### src/rtl/mem_arb_pkg.sv
// Shared types and constants for the main-memory arbiter.
package mem_arb_pkg;

  typedef enum logic [2:0] {
    ST_HOLDOFF,
    ST_IDLE,
    ST_FILL_I,
    ST_FILL_D,
    ST_WRITE
  } state_t;

  localparam int BLOCK_WORDS = 8;
  localparam int WORD_IDX_W  = 3;

  localparam logic PORT_I = 1'b0;
  localparam logic PORT_D = 1'b1;

endpackage

### src/rtl/fill_counter.sv
// Word counters for one block fill (issue side and return side), 8th-return
// detection, and the post-reset holdoff down-counter that lets stale memory
// returns drain before any grant.
module fill_counter
  import mem_arb_pkg::*;
#(
  parameter int MEM_LATENCY = 4
) (
  input  logic                  clk,
  input  logic                  rst,
  input  logic                  i_start,
  input  logic                  i_active,
  input  logic                  i_holdoff,
  input  logic                  i_data_valid,
  output logic                  o_issue,
  output logic [WORD_IDX_W-1:0] o_issue_idx,
  output logic [WORD_IDX_W-1:0] o_ret_idx,
  output logic                  o_done,
  output logic                  o_hold_zero
);

  localparam logic [2:0]            HOLD_INIT = 3'(MEM_LATENCY - 1);
  localparam logic [WORD_IDX_W-1:0] LAST_WORD = WORD_IDX_W'(BLOCK_WORDS - 1);

  logic [WORD_IDX_W:0]   r_issue_cnt;
  logic [WORD_IDX_W-1:0] r_ret_cnt;
  logic [2:0]            r_hold_cnt;

  // Issue counter: cleared at grant, advances once per fill cycle until all 8 are out.
  always_ff @(posedge clk) begin
    if (rst || i_start) begin
      r_issue_cnt <= '0;
    end else if (i_active && !r_issue_cnt[WORD_IDX_W]) begin
      r_issue_cnt <= r_issue_cnt + 4'd1;
    end
  end

  // Return counter: cleared at grant, advances on each accepted read return.
  always_ff @(posedge clk) begin
    if (rst || i_start) begin
      r_ret_cnt <= '0;
    end else if (i_active && i_data_valid) begin
      r_ret_cnt <= r_ret_cnt + 3'd1;
    end
  end

  // Holdoff counter: reloaded by reset, counts down only while holding off.
  always_ff @(posedge clk) begin
    if (rst) begin
      r_hold_cnt <= HOLD_INIT;
    end else if (i_holdoff && (r_hold_cnt != 3'd0)) begin
      r_hold_cnt <= r_hold_cnt - 3'd1;
    end
  end

  assign o_issue     = i_active && !r_issue_cnt[WORD_IDX_W];
  assign o_issue_idx = r_issue_cnt[WORD_IDX_W-1:0];
  assign o_ret_idx   = r_ret_cnt;
  assign o_done      = i_active && i_data_valid && (r_ret_cnt == LAST_WORD);
  assign o_hold_zero = (r_hold_cnt == 3'd0);

endmodule

### src/rtl/mem_arbiter.sv
// Shared main-memory sequencer for the I-cache and D-cache. Grants one
// requester at a time: a single-cycle write-through, or an 8-word pipelined
// block fill from a fixed-latency memory with each returned word tagged.
// Build option: define MEM_ARB_RR_EN to make the I-miss/D-miss choice
// round-robin (a pending write still wins); otherwise write > D miss > I miss.
module mem_arbiter
  import mem_arb_pkg::*;
#(
  parameter int MEM_LATENCY = 4
) (
  input  logic                  clk,
  input  logic                  rst,
  input  logic                  i_miss_req,
  input  logic [15:0]           i_miss_addr,
  input  logic                  d_miss_req,
  input  logic [15:0]           d_miss_addr,
  input  logic                  d_wr_req,
  input  logic [15:0]           d_wr_addr,
  input  logic [15:0]           d_wr_data,
  output logic                  i_fill_valid,
  output logic                  d_fill_valid,
  output logic [WORD_IDX_W-1:0] fill_word,
  output logic [15:0]           fill_data,
  output logic                  i_fill_done,
  output logic                  d_fill_done,
  output logic                  d_wr_ack,
  output logic                  mem_en,
  output logic                  mem_wr,
  output logic [15:0]           mem_addr,
  output logic [15:0]           mem_wdata,
  input  logic [15:0]           mem_rdata,
  input  logic                  mem_data_valid,
  output logic                  busy
);

  state_t                r_state;
  state_t                w_next;
  logic [15:0]           r_addr;
  logic [15:0]           r_wdata;
  logic                  r_busy;
  logic                  w_grant_wr;
  logic                  w_grant_d;
  logic                  w_grant_i;
  logic                  w_pick_d;
  logic                  w_fill;
  logic                  w_issue;
  logic                  w_done;
  logic                  w_hold_zero;
  logic                  w_rv;
  logic [WORD_IDX_W-1:0] w_issue_idx;
  logic [WORD_IDX_W-1:0] w_ret_idx;

`ifdef MEM_ARB_RR_EN
  logic r_last;

  // Remember which miss port was served last so a tie goes to the other one.
  always_ff @(posedge clk) begin
    if (rst) begin
      r_last <= PORT_I;
    end else if (w_grant_d) begin
      r_last <= PORT_D;
    end else if (w_grant_i) begin
      r_last <= PORT_I;
    end
  end

  assign w_pick_d = d_miss_req && (!i_miss_req || (r_last == PORT_I));
`else
  assign w_pick_d = d_miss_req;
`endif

  assign w_fill = (r_state == ST_FILL_I) || (r_state == ST_FILL_D);

  fill_counter #(
    .MEM_LATENCY (MEM_LATENCY)
  ) u_cnt (
    .clk          (clk),
    .rst          (rst),
    .i_start      (w_grant_d || w_grant_i),
    .i_active     (w_fill),
    .i_holdoff    (r_state == ST_HOLDOFF),
    .i_data_valid (mem_data_valid),
    .o_issue      (w_issue),
    .o_issue_idx  (w_issue_idx),
    .o_ret_idx    (w_ret_idx),
    .o_done       (w_done),
    .o_hold_zero  (w_hold_zero)
  );

  // Next-state and grant decode; arbitration only happens in IDLE.
  always_comb begin
    w_next     = r_state;
    w_grant_wr = 1'b0;
    w_grant_d  = 1'b0;
    w_grant_i  = 1'b0;
    case (r_state)
      ST_HOLDOFF: if (w_hold_zero) w_next = ST_IDLE;
      ST_IDLE: begin
        if (d_wr_req) begin
          w_grant_wr = 1'b1;
          w_next     = ST_WRITE;
        end else if (w_pick_d) begin
          w_grant_d = 1'b1;
          w_next    = ST_FILL_D;
        end else if (i_miss_req) begin
          w_grant_i = 1'b1;
          w_next    = ST_FILL_I;
        end
      end
      ST_FILL_I, ST_FILL_D: if (w_done) w_next = ST_IDLE;
      ST_WRITE: w_next = ST_IDLE;
      default: w_next = ST_HOLDOFF;
    endcase
  end

  // State register; busy is registered so it reads 0 in the cycle right after reset.
  always_ff @(posedge clk) begin
    if (rst) begin
      r_state <= ST_HOLDOFF;
      r_busy  <= 1'b0;
    end else begin
      r_state <= w_next;
      r_busy  <= (w_next != ST_IDLE);
    end
  end

  // Capture the granted address/data so memory outputs never depend on live inputs.
  always_ff @(posedge clk) begin
    if (w_grant_wr) begin
      r_addr  <= d_wr_addr & 16'hFFFE;
      r_wdata <= d_wr_data;
    end else if (w_grant_d) begin
      r_addr <= d_miss_addr & 16'hFFF0;
    end else if (w_grant_i) begin
      r_addr <= i_miss_addr & 16'hFFF0;
    end
  end

  assign w_rv = w_fill && mem_data_valid;

  // Output decode from registered state/counters; fill outputs forward memory returns.
  always_comb begin
    mem_en       = 1'b0;
    mem_wr       = 1'b0;
    mem_addr     = 16'h0000;
    mem_wdata    = 16'h0000;
    d_wr_ack     = 1'b0;
    i_fill_valid = (r_state == ST_FILL_I) && mem_data_valid;
    d_fill_valid = (r_state == ST_FILL_D) && mem_data_valid;
    i_fill_done  = (r_state == ST_FILL_I) && w_done;
    d_fill_done  = (r_state == ST_FILL_D) && w_done;
    fill_word    = w_rv ? w_ret_idx : '0;
    fill_data    = w_rv ? mem_rdata : 16'h0000;
    busy         = r_busy;
    if (w_issue) begin
      mem_en   = 1'b1;
      mem_addr = {r_addr[15:4], w_issue_idx, 1'b0};
    end else if (r_state == ST_WRITE) begin
      mem_en    = 1'b1;
      mem_wr    = 1'b1;
      mem_addr  = r_addr;
      mem_wdata = r_wdata;
      d_wr_ack  = 1'b1;
    end
  end

endmodule

### config.mk
export PLATFORM = sky130hd
export DESIGN_NAME = mem_arbiter
export DESIGN_NICKNAME = d
export VERILOG_FILES = /design/src/rtl/mem_arb_pkg.sv /design/src/rtl/fill_counter.sv /design/src/rtl/mem_arbiter.sv
export SDC_FILE = /design/constraint.sdc
export NUM_CORES = 1
export LEC_CHECK = 0
export BUFFER_PORTS_ARGS = -buffer_cell sky130_fd_sc_hd__clkbuf_2
export CAP_MARGIN = 25
export CORE_ASPECT_RATIO = 1.1
export CORE_UTILIZATION = 30
export DETAILED_ROUTE_END_ITERATION = 6
export SETUP_SLACK_MARGIN = 0.15
export SLEW_MARGIN = 10
export SYNTH_ARGS = -nofsm -noshare
export SYNTH_HDL_FRONTEND = slang
export SYNTH_SLANG_ARGS = --single-unit
export TNS_END_PERCENT = 50
### constraint.sdc
create_clock -name clk -period 6.79 [get_ports clk]
set_clock_uncertainty 0.1 [all_clocks]
set_input_delay 1.358 -clock clk [delete_from_list [all_inputs] [get_ports clk]]
set_output_delay 1.358 -clock clk [all_outputs]
set_load 0.03 [all_outputs]
==> impl_results.md, run 1 <==
* Critical path required time at 5.33 ns
* Mapped Cells at roughly 210
* Clock sink total at 45
* CP Capture Type: primary output
* Status: finished clean
* IO Port Bufs at 134
* Via/cell ratio at roughly 4.6
* Global route hottest layer: met2
* Largest area contributor in the netlist: edfxtp_1
* Starting Density at 31.2%
* Hold Crit Class: flop to flop
* Fin crit share at 57.8%
* CTS tree: yes
* Unique cell type count in the Yosys netlist at 38
* Final hold violation count at 0
* #FFs+latches synth at 45
* Met3 Track Usage GR at 3.12%
* Crit Path Max Fanout at 24
* Ant. Diodes at 0
* Internal power at 465 uW
* GRT overflow at 0
* Num ports at 145
* CTS Buf Count at 5
* Synth warn at 0
* Nets at approximately 430
* R2R depth at 4
* Dpl cells at 432
* Post-layout min period at 3.93 ns
* Leak Pwr at ~1.5 nW
* Avg Cell Area, Syn at 11.3 sq um
* Drt drc at 0
* Synth top area cells: edfxtp_1, dfxtp_1, and2_1, a221o_1, a32o_1
* Flop pwr share at 51.4%
* Post-synth top area share at between 30% and 40%
* Clock root buffer master: clkbuf_8
* Worst-Margin Slew at 0.924 ns
* Critical path type: input pin to primary output
* CTS Buffer Depth at 2
* Post-CTS Setup Inserts at 0
* Placer congestion estimate at 0.727
* RSZ-0062 raised after global routing: no
* Asr flop ratio synth at 0%
* Worst setup SP type: input pin
* Synth Flop Type: edfxtp_1
* Rel. slew slack at 38.3%
* CTS H-Tree Depth at 2
* Detailed Place HPWL at 4310 um
* Sw Share at between 20% and 30%
* Layout Cells excl Fill at ~440
* Area Overhead vs Synth at 35.6%
* Cts hold-fix bufs at 0
* Synth Net Count at 300
* Row cnt at 33
* Worst VDD drop at between 0.08 and 0.09 mV
* Total number of vias at 2028
* Simple-gate share of the synthesized area at 22.7%
* Routed WL at 5700 um
* Final Max Tran Viols at 0
* Main combinational cell family by area after synthesis: simple AND/OR/NAND/NOR gates
* First-pass GRT wire length at 8570 um
* Adder-Cell Fraction of Synth Area at approximately 2.7%
* Clock share of power at 26.0%
* Post-route ant nets at 0
* Max frequency at 0.255 GHz
* Fill cells at 757
* Worst hold stages at 2
* Synth Area in Compound Gates at 15.2%
* Pre-Repair DR Iteration Count at 4
* Area of the core at approximately 0.0076 sq mm
* Setup TNS at 0 ns
* Antenna violations before repair at 0
* Layout cells sized above 1 at 45.1%
* Clock slew at reported path FFs at 0.08 ns
* GRT Total Usage at 13.6%
* Register area share after synthesis at ~50%
* Switch Pwr at 178 uW
* M1 GR Usage at 17.5%
* Initial drt markers at 69
* Die Y at about 95 um
* Combinational power share at 22.6%
* Full die area at 0.00822 sq mm
* XOR/XNOR Fraction of Synth Area at 1.11%
* Largest net degree at the start of global routing at 29
* Post-synth EDFFs at 31
* Vias in the first global route at 1744
* Post-CTS sizing at 0
* Max-cap viol count at 0
* Wirelength per Cell at 12.9 um
* Setup Viol. Count Final at 0
* GR Layer Usage met2 at between 20% and 30%
* Power Dens Cells at around 200 mW/mm^2
* Mux cell area share after synthesis at 2.12%
* Worst EP arrival at roughly 2.5 ns
* Post-Syn Area at about 0.0024 sq mm
* Clk_lat worst skew at 0.29 ns
* Die X-Extent at 86.6 um
final cells by class:
type,instances,area [sq um],area share [%]
Sequential cell,45,1210,37.9
Tap cell,105,131,4.11
Inverter,6,22.5,0.704
Timing Repair Buffer,138,701,21.9
Multi-Input combinational cell,140,1040,32.6
Clock buffer,8,90.1,2.82
final timing paths:
| path | to | start | slack [ns] |
|---|---|---|---|
| max | fill_data[9] | mem_data_valid | 2.86 |
| min | u_cnt.r_hold_cnt[1] | u_cnt.r_hold_cnt[1] | 0.41 |
| min reg2reg | u_cnt.r_hold_cnt[1] | u_cnt.r_hold_cnt[1] | 0.41 |
| max reg2reg | r_addr[13] | r_state[2] | 4.56 |
registers in the layout, indices dropped and copies added, names as in the netlist:
| name | cells |
|---|---|
| busy | 1 |
| r_addr | 15 |
| r_state | 3 |
| r_wdata | 16 |
| u_cnt.o_ret_idx | 3 |
| u_cnt.r_hold_cnt | 3 |
| u_cnt.r_issue_cnt | 4 |
worst max-delay path, cell delays in order:
cell and delay (ns):
clkbuf_2 0.10, and3b_1 0.58, and2_1 0.22, clkbuf_2 0.20
layer usage:
metal,vias up,routed length [um]
li1,1019,-
met2,55,2830
met1,952,2600
met4,0,35
met3,2,247
met5,-,0
synthesized netlist by cell type (3+ instances only):
cell,n
and2_1,37
edfxtp_1,31
nor2_1,17
nor2b_1,15
dfxtp_1,14
a221o_1,12
a32o_1,12
clkbuf_1,10
inv_1,6
buf_4,5
ha_1,5
mux2i_1,5
a22o_1,3
and3_1,3
buf_2,3
xnor2_1,3
power by group through the flow:
stage | clock (mW) | combinational (mW) | sequential, mW
2_1_floorplan | 0 | 0.101 | 0.333
3_3_place_gp | 0 | 0.144 | 0.336
3_5_place_dp | 0 | 0.145 | 0.337
4_1_cts | 0.172 | 0.146 | 0.331
5_1_grt | 0.184 | 0.161 | 0.334
6_report | 0.167 | 0.145 | 0.331
layout by cell type, fill, tap and decap left out, types with 3 or more instances in the layout:
master / count
and2_1: 37
buf_4: 4
and3_1: 3
ha_1: 5
nor2b_1: 15
a221o_1: 12
nor2_1: 16
dfxtp_1: 14
a32o_1: 12
nor3b_2: 3
inv_1: 6
mux2i_1: 5
clkbuf_8: 6
clkbuf_2: 134
a22o_1: 3
xnor2_1: 3
edfxtp_1: 31
kinds of logic after synthesis:
| family | count (synthesis) |
|---|---|
| AO/OA/AOI/OAI | 37 |
| XOR/XNOR | 3 |
| other | 1 |
| flip-flops | 45 |
| multiplexers | 5 |
| adder cells (fa/ha/maj) | 5 |
| buffers and inverters | 24 |
| AND/OR/NAND/NOR | 89 |
stage by stage:
stage                     hold WS [ns]  util (%)  cell area (sq um)  worst slack, ns  total power [mW]
after global placement           0.398      41.0               3090             2.91             0.480
after global routing             0.442      42.3               3200             2.75             0.678
after detailed placement         0.406      41.0               3090             2.85             0.482
final                            0.412      42.3               3200             2.86             0.643
after CTS                        0.419      42.1               3180             2.59             0.649
after floorplan                  0.379         -               2360             3.07             0.434
Note: power is estimated with default switching activity, not from simulation.
==> inputs of run 2 (changes only) <==
==> constraint.sdc (replaced) <==
create_clock -name clk -period 3.5 [get_ports clk]
set_clock_uncertainty 0.1 [all_clocks]
set_input_delay 0.7 -clock clk [delete_from_list [all_inputs] [get_ports clk]]
set_output_delay 0.7 -clock clk [all_outputs]
set_load 0.03 [all_outputs]
==> run 2 against run 1 <==
Effect of this change:
- register-to-register slack worse by 3.3 ns
- global-route usage up 0.60 points
- first-iteration DRC count shrank 13%
- design area is 0.27% higher
- die area unchanged
- sequential share of layout area decreased by 0.10 points
- combinational power is 98% higher
- clock-buffer cell count fell by 3
- non-clock buffer count is 1 higher
- setup slack lost 2.2 ns
- utilization rose by 0.12 points
- critical path type is now flop to primary output
- critical endpoint is now mem_addr[10]
- largest cell class unchanged
==> impl_results.md, run 2 (synthesis gave the netlist of run 1 again) <==
* Status: finished clean
* Layout cells sized above 1 at 45.9% (+0.75 points)
* Fin crit share at 81.3%
* Final hold violation count at 0 (unchanged)
* Largest Register: r_wdata
* CP Capture Type: primary output
* Crit Path Max Fanout at 13 (-46%)
* Rel. slew slack at 41.2% (+2.9 points)
* Nets at 428 (+0.23%)
* Largest register FFs at 16 (unchanged)
* Power Dens Cells at 390 mW/mm^2 (+94%)
* Routed WL at 5880 um (+3.1%)
* Num ports at 145 (unchanged)
* Post-CTS sizing at 0 (unchanged)
* Die X-Extent at 86.6 um (unchanged)
* Met2 wire length at 2910 um (+3.0%)
* Detailed Place HPWL at 4450 um (+3.1%)
* Fill cells at 747 (-1.3%)
* Starting Density at 31.2% (unchanged)
* Die Y at 95.0 um (unchanged)
* Largest net degree at the start of global routing at 29 (unchanged)
* Clock sink total at 45 (unchanged)
* GRT Total Usage at 14.2% (+0.60 points)
* CTS Buffer Depth at 2 (unchanged)
* Combinational power share at 23.0% (+0.4 points)
* Via/cell ratio at 4.66 (+1.5%)
* Initial drt markers at 60 (-13%)
* Post-CTS Setup Inserts at 0 (unchanged)
* Clock share of power at 25.7% (-0.3 points)
* Commonest non-fill, non-tap cells in the layout: clkbuf_2, and2_1, edfxtp_1
* Row cnt at 33 (unchanged)
* Critical path required time at 2.70 ns (-2.63 ns)
* Ant. Diodes at 0 (unchanged)
* Setup Viol. Count Final at 0 (unchanged)
* Layout Cells excl Fill at 443 (+0.23%)
* Vias in the first global route at 1785 (+2.4%)
* M1 wire length at 2610 um (+0.39%)
* Internal power at 883 uW (+90%)
* Antenna violations before repair at 0 (unchanged)
* Area Overhead vs Synth at 35.9%
* Regs by FF count: r_wdata: 16 flops, r_addr: 15 flops, u_cnt.r_issue_cnt: 4 flops
* CTS Buf Count at 5 (unchanged)
* Placer congestion estimate at 0.745 (+2.5%)
* Worst-Margin Slew at 0.880 ns (-0.0436 ns)
* Switch Pwr at 367 uW (+110%)
* Dpl cells at 434 (+0.46%)
* Clk_lat worst skew at 0.30 ns (about the same)
* Leading cell type in the layout, fill and taps excluded: clkbuf_2
* Worst EP arrival at 2.04 ns (-0.43 ns)
* CTS H-Tree Depth at 2 (unchanged)
* Power Total at 1.25 mW (+94%)
* Clock root buffer master: clkbuf_8
* First-pass GRT wire length at 8840 um (+3.1%)
* GRT overflow at 0 (unchanged)
* Full die area at 0.00822 sq mm (unchanged)
* Wirelength per Cell at 13.3 um (+2.9%)
* Flop pwr share at 51.3% (about the same)
* Drt drc at 0 (unchanged)
* Worst setup SP type: flop
* Final Max Tran Viols at 0 (unchanged)
* Pre-Repair DR Iteration Count at 4 (unchanged)
* Hold Crit Class: flop to flop
* IO Port Bufs at 134 (unchanged)
* Max frequency at between 0.3 and 0.4 GHz
* Top sig layer: met4
* WL met3 at 287 um (+16%)
* Critical path type: flop to primary output
* Post-route ant nets at 0 (unchanged)
* Clock slew at reported path FFs at 0.09 ns (about the same)
* Cts hold-fix bufs at 0 (unchanged)
* Area of the core at 0.00756 sq mm (unchanged)
* RSZ-0062 raised after global routing: no
* Multi-input gate area at 0.00104 sq mm (unchanged)
* Max-cap viol count at 0 (unchanged)
* Register Area at 0.00121 sq mm (unchanged)
* CTS tree: yes
* Leak Pwr at 1.48 nW (-0.33%)
* Post-layout min period at 2.84 ns
* Sw Share at 29.4% (+1.7 points)
* Worst VDD drop at 0.172 mV (+110%)
* Total number of vias at 2063 (+1.7%)
* Setup TNS at 0 ns (unchanged)
## run 2: path summary, 6_finish.rpt
check                                         start             endpoint  slack [ns]  depth (start not counted)
worst min register to register  u_cnt.r_hold_cnt[0]  u_cnt.r_hold_cnt[0]        0.42                          2
worst max register to register           r_state[2]           r_addr[11]        1.25                          4
worst max-delay path                     r_state[1]         mem_addr[10]        0.66                          5
worst min-delay path            u_cnt.r_hold_cnt[0]  u_cnt.r_hold_cnt[0]        0.42                          2
## run 2: power groups by stage
| stage | combinational (mW) | sequential (mW) | clock, mW |
|---|---|---|---|
| floorplan | 0.196 | 0.647 | 0 |
| global placement | 0.281 | 0.652 | 0 |
| detailed placement | 0.287 | 0.654 | 0 |
| CTS | 0.288 | 0.641 | 0.335 |
| global route | 0.320 | 0.647 | 0.358 |
| finish | 0.287 | 0.641 | 0.321 |
## run 2: area by class of cell
type	instances	share of cell area, %
Clock inverter	3	0.702
Multi-Input combinational cell	140	32.5
Tap cell	105	4.10
Timing Repair Buffer	139	22.1
Clock buffer	5	2.15
Sequential cell	45	37.8
Inverter	6	0.702
## run 2: per-layer routing
layer	global-route usage (%)	vias up
met1	18.6	966
met4	5.56	0
li1	-	1019
met5	0	-
met3	3.29	7
met2	22.8	71
## run 2: critical path, stage by stage, from the launching register on
cell and delay [ns]:
dfxtp_1 0.59, nor3b_2 0.52, nor2_1 0.08, buf_4 0.19
nor2b_1 0.14, clkbuf_2 0.22
## run 2: metrics by stage
step	util (%)	setup WS [ns]	hold WS, ns	cell area (sq um)
2_1_floorplan	-	1.07	0.379	2360
3_3_place_gp	41.1	0.929	0.396	3110
3_5_place_dp	41.1	0.902	0.413	3110
4_1_cts	42.4	0.611	0.426	3200
5_1_grt	42.5	0.460	0.450	3210
6_report	42.5	0.656	0.420	3210
==> inputs of run 3 (changes only) <==
==> constraint.sdc (replaced) <==
create_clock -name clk -period 2.9 [get_ports clk]
set_clock_uncertainty 0.1 [all_clocks]
set_input_delay 0.58 -clock clk [delete_from_list [all_inputs] [get_ports clk]]
set_output_delay 0.58 -clock clk [all_outputs]
set_load 0.03 [all_outputs]
==> run 3 against run 2 <==
Effect of this change:
- hold slack got worse by 0.064 ns
- clock-buffer cell count unchanged
- highest routed layer unchanged
- sequential share of layout area decreased by 0.59 points
- critical endpoint unchanged
- largest cell class unchanged
==> impl_results.md, run 3 (synthesis gave the netlist of run 1 again) <==
* Status: finished clean
* Clock slew at reported path FFs at 0.08 ns (about the same)
* Internal power at 1.24 mW (+40%)
* Via/cell ratio at 4.54 (-2.5%)
* GRT Total Usage at 14.0% (-0.14 points)
* Wirelength per Cell at 13.1 um (-1.7%)
* First-pass GRT wire length at 8850 um (about the same)
* Post-layout min period at between 2 and 3 ns
* Critical path type: flop to primary output
* Largest net degree at the start of global routing at 29 (unchanged)
* Worst EP arrival at 1.94 ns (-0.10 ns)
* Sw Share at 25.8% (-3.6 points)
* Rel. slew slack at 44.2% (+3.0 points)
* Layout cells sized above 1 at 46.3% (+0.45 points)
* CTS Buffer Depth at 2 (unchanged)
* Die Y at 95.0 um (unchanged)
* Worst VDD drop at 0.200 mV (+16%)
* Placed Instance Area at 0.00312 sq mm (+0.48%)
* Clock share of power at 33.0% (+7.3 points)
* Commonest non-fill, non-tap cells in the layout: clkbuf_2, and2_1, edfxtp_1
* RSZ-0062 raised after global routing: yes
* Row cnt at 33 (unchanged)
* Drt drc at 0 (unchanged)
* Switch Pwr at 431 uW (+17%)
* Final hold violation count at 0 (unchanged)
* Cts hold-fix bufs at 0 (unchanged)
* Final Instance Area at 0.00326 sq mm (+1.6%)
* Placer congestion estimate at 0.740 (-0.75%)
* Ant. Diodes at 0 (unchanged)
* Initial drt markers at 66 (+10%)
* Largest register FFs at 16 (unchanged)
* Antenna violations before repair at 0 (unchanged)
* CP Capture Type: primary output
* Clock root buffer master: clkbuf_8
* Clk_lat worst skew at 0.29 ns (about the same)
* Flop pwr share at 46.3% (-5.0 points)
* Leading cell type in the layout, fill and taps excluded: clkbuf_2
* Setup TNS at 0 ns (unchanged)
* Crit Path Max Fanout at 13 (unchanged)
* Vias in the first global route at 1802 (+0.95%)
* Post-route ant nets at 0 (unchanged)
* Detailed Place HPWL at 4380 um (-1.6%)
* Pre-Repair DR Iteration Count at 4 (unchanged)
* Nets at 429 (+0.23%)
* Full die area at 0.00822 sq mm (unchanged)
* Hold Crit Class: input pin to flop
* CTS H-Tree Depth at 2 (unchanged)
* Die X-Extent at 86.6 um (unchanged)
* Max-cap viol count at 0 (unchanged)
* Routed WL at 5800 um (-1.4%)
* Clock sink total at 45 (unchanged)
* Starting Density at 31.2% (unchanged)
* Area of the core at 0.00756 sq mm (unchanged)
* Max frequency at 0.382 GHz
* Final Max Tran Viols at 0 (unchanged)
* Worst-Margin Slew at 0.834 ns (-0.0456 ns)
* Power Dens Cells at 512 mW/mm^2 (+31%)
* Num ports at 145 (unchanged)
* Area Overhead vs Synth at 38.1%
* Worst setup SP type: flop
* Hold Slack at 0.356 ns (-0.0642 ns)
* Critical path required time at 2.22 ns (-0.48 ns)
* IO Port Bufs at 134 (unchanged)
* Leak Pwr at 1.52 nW (+2.5%)
* CTS Buf Count at 5 (unchanged)
* Largest Register: r_wdata
* Fin crit share at 90.2%
* GRT overflow at 0 (unchanged)
* Regs by FF count: r_wdata: 16 flops, r_addr: 15 flops, u_cnt.r_issue_cnt: 4 flops
* CTS tree: yes
* Total number of vias at 2015 (-2.3%)
* Setup Viol. Count Final at 0 (unchanged)
* Combinational power share at 20.7% (-2.3 points)
* Fill cells at 747 (unchanged)
run 3: worst max-delay path, cell delays in order (launching register included):
cell      delay [ns]
dfxtp_1         0.61
nor3b_2         0.10
nor2_1          0.58
nor2b_1         0.13
clkbuf_2        0.22
run 3: cell type report:
type                    count  area, sq um  share of cell area [%]
multi-input cells         140         1040                    32.1
flip-flops and latches     45         1210                    37.2
clock buffers               5         68.8                    2.11
clock inverters             3         65.1                    2.00
well taps                 105          131                    4.03
inverters                   6         22.5                   0.691
repair buffers            140          716                    22.0
run 3: timing repair:
action,in CTS,in global routing
endpoints found under the setup margin,0,33
setup buffers,0,0
gates resized for setup,0,1
run 3: worst paths after layout:
path | start | to | slack [ns] | cells after the start
setup / recovery | r_state[2] | mem_addr[10] | 0.28 | 4
hold / removal | d_wr_data[13] | r_wdata[13] | 0.36 | 1
setup reg to reg | r_state[2] | r_addr[11] | 0.64 | 4
hold reg to reg | u_cnt.r_hold_cnt[1] | u_cnt.r_hold_cnt[1] | 0.42 | 2
run 3: power by group through the flow:
stage | clock [mW] | combinational [mW] | sequential [mW]
2_1_floorplan | 0 | 0.236 | 0.780
3_3_place_gp | 0 | 0.343 | 0.788
3_5_place_dp | 0 | 0.348 | 0.789
4_1_cts | 0.565 | 0.349 | 0.774
5_1_grt | 0.594 | 0.379 | 0.780
6_report | 0.551 | 0.345 | 0.773
run 3: per-stage QoR:
stage,power (mW),worst slack [ns],util (%),std cells
global route,1.75,0.0992,43.1,444
CTS,1.69,0.234,43.1,444
detailed placement,1.14,0.522,41.3,436
floorplan,1.02,0.541,-,209
global placement,1.13,0.574,41.3,436
finish,1.67,0.283,43.1,444
run 3: routing by layer:
layer,vias up,wire (um),track usage (%)
met4,0,89,5.00
met3,7,307,3.38
met2,59,2910,23.5
li1,1022,-,-
met1,927,2490,17.7
met5,-,0,0
